==> src/rtl/alu_issue_stage.sv <==
// ID/EX issue register with MEM/WB operand forwarding, load-use bubble insertion
// and flush. Feeds op_a/op_b/ctrl to the EX-stage ALU.
module alu_issue_stage #(
    parameter int DATA_W  = 32,
    parameter int REG_AW  = 5,
    parameter int SHAMT_W = 5
) (
    input  logic               clk,
    input  logic               rst_n,
    input  logic               id_valid,
    output logic               id_ready,
    input  logic [REG_AW-1:0]  id_rs_addr,
    input  logic [REG_AW-1:0]  id_rt_addr,
    input  logic [DATA_W-1:0]  id_rs_data,
    input  logic [DATA_W-1:0]  id_rt_data,
    input  logic [DATA_W-1:0]  id_imm,
    input  logic [SHAMT_W-1:0] id_shamt,
    input  logic               id_src_a_sel,
    input  logic               id_src_b_sel,
    input  logic               id_uses_rs,
    input  logic               id_uses_rt,
    input  logic [3:0]         id_alu_ctrl,
    input  logic [REG_AW-1:0]  id_rd_addr,
    input  logic               id_reg_write,
    input  logic               id_mem_read,
    input  logic               flush,
    input  logic               ex_ready,
    input  logic               mem_fwd_en,
    input  logic [REG_AW-1:0]  mem_rd_addr,
    input  logic [DATA_W-1:0]  mem_result,
    input  logic               wb_reg_write,
    input  logic [REG_AW-1:0]  wb_rd_addr,
    input  logic [DATA_W-1:0]  wb_result,
    output logic               ex_valid,
    output logic [DATA_W-1:0]  ex_op_a,
    output logic [DATA_W-1:0]  ex_op_b,
    output logic [3:0]         ex_ctrl,
    output logic [REG_AW-1:0]  ex_rd_addr,
    output logic               ex_reg_write,
    output logic               ex_mem_read
);

    typedef struct packed {
        logic [REG_AW-1:0]  rs_addr;
        logic [REG_AW-1:0]  rt_addr;
        logic [DATA_W-1:0]  rs_data;
        logic [DATA_W-1:0]  rt_data;
        logic [DATA_W-1:0]  imm;
        logic [SHAMT_W-1:0] shamt;
        logic               src_a_sel;
        logic               src_b_sel;
        logic [3:0]         alu_ctrl;
        logic [REG_AW-1:0]  rd_addr;
        logic               reg_write;
        logic               mem_read;
    } issue_t;

    issue_t q;
    logic   vld;
    logic   load_use, advance, xfer;
    logic   mem_hit_a, mem_hit_b, wb_hit_a, wb_hit_b;
    logic [DATA_W-1:0] fwd_a, fwd_b;

    assign load_use = vld && q.mem_read && (q.rd_addr != '0) &&
                      ((id_uses_rs && (id_rs_addr == q.rd_addr)) ||
                       (id_uses_rt && (id_rt_addr == q.rd_addr)));
    assign advance  = !vld || ex_ready;
    assign id_ready = rst_n && advance && !load_use;
    assign xfer     = id_valid && id_ready;

    // Register 0 is hardwired zero, so it never matches as a forward source.
    assign mem_hit_a = mem_fwd_en && (mem_rd_addr != '0) && (mem_rd_addr == q.rs_addr);
    assign mem_hit_b = mem_fwd_en && (mem_rd_addr != '0) && (mem_rd_addr == q.rt_addr);
    assign wb_hit_a  = wb_reg_write && (wb_rd_addr != '0) && (wb_rd_addr == q.rs_addr);
    assign wb_hit_b  = wb_reg_write && (wb_rd_addr != '0) && (wb_rd_addr == q.rt_addr);

    always_comb begin
        fwd_a = q.rs_data;
        fwd_b = q.rt_data;
        if (mem_hit_a)     fwd_a = mem_result;
        else if (wb_hit_a) fwd_a = wb_result;
        if (mem_hit_b)     fwd_b = mem_result;
        else if (wb_hit_b) fwd_b = wb_result;
    end

    always_ff @(posedge clk or negedge rst_n) begin
        if (!rst_n) begin
            vld <= 1'b0;
            q   <= '0;
        end else begin
            if (flush)        vld <= 1'b0;
            else if (advance) vld <= xfer;

            if (xfer && !flush) begin
                q.rs_addr   <= id_rs_addr;
                q.rt_addr   <= id_rt_addr;
                q.rs_data   <= id_rs_data;
                q.rt_data   <= id_rt_data;
                q.imm       <= id_imm;
                q.shamt     <= id_shamt;
                q.src_a_sel <= id_src_a_sel;
                q.src_b_sel <= id_src_b_sel;
                q.alu_ctrl  <= id_alu_ctrl;
                q.rd_addr   <= id_rd_addr;
                q.reg_write <= id_reg_write;
                q.mem_read  <= id_mem_read;
            end else begin
                // WB results leave the pipe after one cycle; absorb them so a
                // long stall cannot strand stale register data.
                if (wb_hit_a) q.rs_data <= wb_result;
                if (wb_hit_b) q.rt_data <= wb_result;
            end
        end
    end

    assign ex_valid     = vld;
    assign ex_op_a      = q.src_a_sel ? {{(DATA_W-SHAMT_W){1'b0}}, q.shamt} : fwd_a;
    assign ex_op_b      = q.src_b_sel ? q.imm : fwd_b;
    assign ex_ctrl      = q.alu_ctrl;
    assign ex_rd_addr   = q.rd_addr;
    assign ex_reg_write = vld && q.reg_write;
    assign ex_mem_read  = vld && q.mem_read;

endmodule

==> config.mk <==
export PLATFORM = sky130hd
export DESIGN_NAME = alu_issue_stage
export DESIGN_NICKNAME = d
export VERILOG_FILES = /design/src/rtl/alu_issue_stage.sv
export SDC_FILE = /design/constraint.sdc
export NUM_CORES = 1
export LEC_CHECK = 0
export CORE_AREA = 3 3 132 134
export DETAILED_ROUTE_END_ITERATION = 6
export DIE_AREA = 0 0 135 137
export PLACE_DENSITY_LB_ADDON = 0.08
export SYNTH_ARGS = -nofsm -noshare
export SYNTH_HDL_FRONTEND = slang
export SYNTH_SLANG_ARGS = --single-unit
==> constraint.sdc <==
create_clock -name clk -period 2.7 [get_ports clk]
set_input_delay 0.27 -clock clk [delete_from_list [all_inputs] [get_ports clk]]
set_output_delay 0.27 -clock clk [all_outputs]
set_load 0.05 [all_outputs]
==> flow_metrics.py <==
metrics = {
    "yosys": {
        "post-synth-top-area-fraction": 0.4385,
        "synth_area_um2": 7133,
        "synth_seq_cells": 125,
        "synth-adder-area-share": 0,
        "synth_top_family_by_area": "multiplexers",
        "yosys-top-cells-area": "sky130_fd_sc_hd__dfrtp_1 (44%), sky130_fd_sc_hd__mux2_2 (16%), sky130_fd_sc_hd__mux2i_1 (13%)",
        "synthXorXnorAreaFrac": 0.03684,
        "mappedNetlistNets": 819,
        "post_synthesis_cell_type_with_the_largest_combined_area": "sky130_fd_sc_hd__dfrtp_1",
        "synthesis.instances": 612,
        "synth_sequential_area_ratio": 0.4385,
        "ys.warnings.count": 0,
        "syn-mean-instance-area_um2": 11.66,
        "synth_simple_gate_area_frac": 0.05420,
        "yosys-mux-area-fraction": 0.3566,
        "synth_compound_gate_area_share": 0.05981,
        "post_synth_num_cell_types": 29,
    },
    "layout": {
        "multi_input_area_um2": 4383,
        "final_nets": 1137,
        "area.growth.synth_to_final_pct": 78.79,
        "layout_common_cells": "sky130_fd_sc_hd__clkdlybuf4s50_1 (208), sky130_fd_sc_hd__dfrtp_1 (122), sky130_fd_sc_hd__mux2_4 (69), sky130_fd_sc_hd__buf_12 (69), sky130_fd_sc_hd__mux2_2 (65)",
        "layout_commonest_cell": "sky130_fd_sc_hd__clkdlybuf4s50_1",
        "regArea_um2": 3132,
        "layout.filler_cells": 986,
        "postLayoutCoreUtil": 0.7773,
        "drive_above_1_share": 0.4246,
    },
    "floorplanning": {
        "io-pin-count": 284,
        "die-height_um": 137,
        "row_count": 47,
        "initial_core_util": 0.4348,
        "core_region_area_um2": 16410,
        "die-area_um2": 18500,
        "die_w_um": 135,
    },
    "critical_path": {
        "setup.worst_path.start": "q[116]$_DFFE_PN0P_",
        "worstSetupEndpoint": "ex_op_b[22]",
        "path_common_cell": "sky130_fd_sc_hd__buf_12",
        "worstPathCellList": "xnor2_2, nand4_1, nor3_4, buf_12, buf_12, buf_16, mux2_4, mux2i_1, o21ai_1, buf_6",
        "r2r_cells": 10,
        "source_of_the_worst_register_to_register_timing_path": "q[116]$_DFFE_PN0P_",
        "critical_path.max_stage_delay_ns": 0.44,
        "worstSetupEndpointType": "primary output",
        "crit_path_top_delay_cell": "sky130_fd_sc_hd__dfrtp_2",
        "start_kind": "flop",
        "regToRegEndpoint": "q[71]$_DFF_PN0_",
        "worst-endpoint-required_ns": 2.43,
        "critical_path_peak_fanout": 5,
        "worst_ep_arrival_time_ns": 2.56,
        "worstSetupPathType": "reg2out",
        "r2r_setup_slack_ns": 0.37,
    },
    "status": {
        "run_status": "finished, violations left",
        "violated_checks": "setup timing",
    },
    "timing": {
        "worst_slew_pin_slew_ns": 0.6944,
        "finalSetupViolCount": 63,
        "rsz0062_at_grt": "yes",
        "finalClockSkew_ns": 0.01091,
        "finalWorstPathRequiredPeriod_ns": 2.835,
        "finalHoldViolCount": 0,
        "max_freq_ghz": 0.3528,
        "final_min_period_over_clock_period": 1.050,
        "setup_total_negative_slack_ns": -3.108,
        "timing.slew.headroom": 0.5370,
        "final_max_slew_viol_count": 0,
        "layout_setup_ws_ns": -0.1345,
    },
    "clocking": {
        "clock_latency_ns": 0.42,
        "number_of_buffers_on_the_longest_clock_path": 2,
        "tritoncts": "done",
        "postCtsHoldBufs": 0,
        "cts_sink_count": 125,
        "htreeDepth": 4,
        "tritoncts.num_buffers": 17,
        "clk_root_buffer_cell": "sky130_fd_sc_hd__clkbuf_16",
        "clock_pin_slew_worst_setup_and_hold_paths_ns": 0.05,
    },
    "grt": {
        "grt_first_pass_wirelength_um": 36450,
        "pin_count_of_the_biggest_net_entering_global_routing": 128,
        "antenna_found_initial": 2,
        "grt_remaining_overflow": 0,
        "grt.total_usage": 0.2560,
        "first_global_vias": 6567,
    },
    "power": {
        "power.static_leakage_nw": 5.545,
        "max_vdd_drop_mv": 0.5977,
        "cellPowerDensity_nw_per_um2": 816.2,
    },
    "worst_hold_path": {
        "hold_path_class": "in2async",
    },
    "routing": {
        "ant_nets": 0,
        "routed_via_density": 5.158,
        "wire_per_inst_um": 20.83,
        "wl_um": 24270,
        "first_pass_iters": 4,
        "dr.first_iter.drc_count": 214,
        "drc": 0,
        "vias": 6009,
    },
    "placed_design": {
        "place_hpwl_um": 16250,
        "globalplace.congestion": 0.9332,
        "port_buffers": 283,
    },
    "flow_run": {
        "maxCapViolCount": 0,
    },
}
-- critical path: cells and delay by family, from the launching register on --
family	cells	cell delay, ns
buffers and inverters	4	0.58
DFF	1	0.44
muxes	2	0.44
and+or+nand+nor	2	0.39
xor gates and xnor gates	1	0.16
AOI/OAI and AO/OA	1	0.12
-- routing by layer --
metal  vias up  part of all wire  GRT usage
li1       2789                 -          -
met4         0             0.020    0.08287
met5         -                 0          0
met1      2990              0.40     0.3082
met2       199              0.52     0.4461
met3        31             0.058    0.07022
-- Yosys cell counts --
library cell / count
sky130_fd_sc_hd__a211oi_1: 27
sky130_fd_sc_hd__a31oi_1: 1
sky130_fd_sc_hd__and2_1: 2
sky130_fd_sc_hd__buf_2: 20
sky130_fd_sc_hd__buf_4: 12
sky130_fd_sc_hd__buf_6: 4
sky130_fd_sc_hd__clkbuf_1: 13
sky130_fd_sc_hd__dfrtp_1: 125
sky130_fd_sc_hd__inv_1: 27
sky130_fd_sc_hd__mux2_1: 2
sky130_fd_sc_hd__mux2_2: 99
sky130_fd_sc_hd__mux2_4: 33
sky130_fd_sc_hd__mux2i_1: 91
sky130_fd_sc_hd__nand2_1: 40
sky130_fd_sc_hd__nand3_1: 2
sky130_fd_sc_hd__nand4_1: 4
sky130_fd_sc_hd__nand4_2: 1
sky130_fd_sc_hd__nor2_1: 30
sky130_fd_sc_hd__nor2b_1: 1
sky130_fd_sc_hd__nor3_1: 1
sky130_fd_sc_hd__nor3_2: 1
sky130_fd_sc_hd__nor4_2: 1
sky130_fd_sc_hd__o211ai_2: 1
sky130_fd_sc_hd__o21ai_0: 38
sky130_fd_sc_hd__o21ai_2: 1
sky130_fd_sc_hd__o22ai_1: 1
sky130_fd_sc_hd__or4_1: 4
sky130_fd_sc_hd__xnor2_1: 24
sky130_fd_sc_hd__xor2_1: 6
-- sequential cells by signal, indices dropped and copies added, names as in the netlist --
signal / flops
ex_rd_addr: 5
ex_ctrl: 4
q: 115
ex_valid: 1
-- final cells by class --
class | instances | share of cell area
Clock buffer | 25 | 0.04042
Multi-Input combinational cell | 411 | 0.3437
Inverter | 27 | 0.007947
Sequential cell | 125 | 0.2456
Tap cell | 220 | 0.02158
Clock inverter | 6 | 0.008241
Timing Repair Buffer | 348 | 0.3320
Antenna cell | 3 | 0.0005886
-- metrics by stage --
| stage | std cells | hold slack (ns) | instance area [um^2] | total power [W] | setup slack [ns] |
|---|---|---|---|---|---|
| 2_1_floorplan | 612 | -0.02559 | 7218 | 0.005244 | -0.3624 |
| 3_3_place_gp | 1109 | 0.4734 | 11020 | 0.007236 | -0.2079 |
| 3_5_place_dp | 1109 | 0.4873 | 11020 | 0.007345 | -0.3304 |
| 4_1_cts | 1159 | 0.04210 | 12430 | 0.01024 | -0.1133 |
| 5_1_grt | 1164 | 0.07342 | 12750 | 0.01081 | -0.2038 |
| 6_report | 1165 | 0.004916 | 12750 | 0.01041 | -0.1345 |
-- power by group --
part	internal [W]	switching, W
Sequential	0.00236	0.000295
Combinational	0.00273	0.00261
Clock	0.00159	0.000826
-- timing repair --
item | CTS | global route
gates resized for setup | 129 | 53
endpoints found under the setup margin | 64 | 64
pin swaps | 41 | 24
cloned | 5 | 3
setup buffers | 14 | 3
-- cells by family after synthesis --
family | after synthesis
muxes | 225
and+or+nand+nor | 87
AOI/OAI and AO/OA | 69
xor gates and xnor gates | 30
buffers and inverters | 76
DFF | 125
-- how the worst min path moves through the flow --
| stage | end | slack (ns) | from | cells past startpoint |
|---|---|---|---|---|
| after global placement | q[1]$_DFFE_PN0P_ | 0.47 | rst_n | 2 |
| final | ex_ctrl[3]$_DFFE_PN0P_ | 0.005 | rst_n | 2 |
| after CTS | ex_valid$_DFFE_PN0P_ | 0.04 | rst_n | 2 |
| after detailed placement | ex_valid$_DFFE_PN0P_ | 0.49 | rst_n | 2 |
| after floorplan | ex_ctrl[0]$_DFFE_PN0P_ | -0.03 | rst_n | 0 |
| after global routing | q[95]$_DFF_PN0_ | 0.07 | rst_n | 2 |
(Power assumes the default switching activity.)
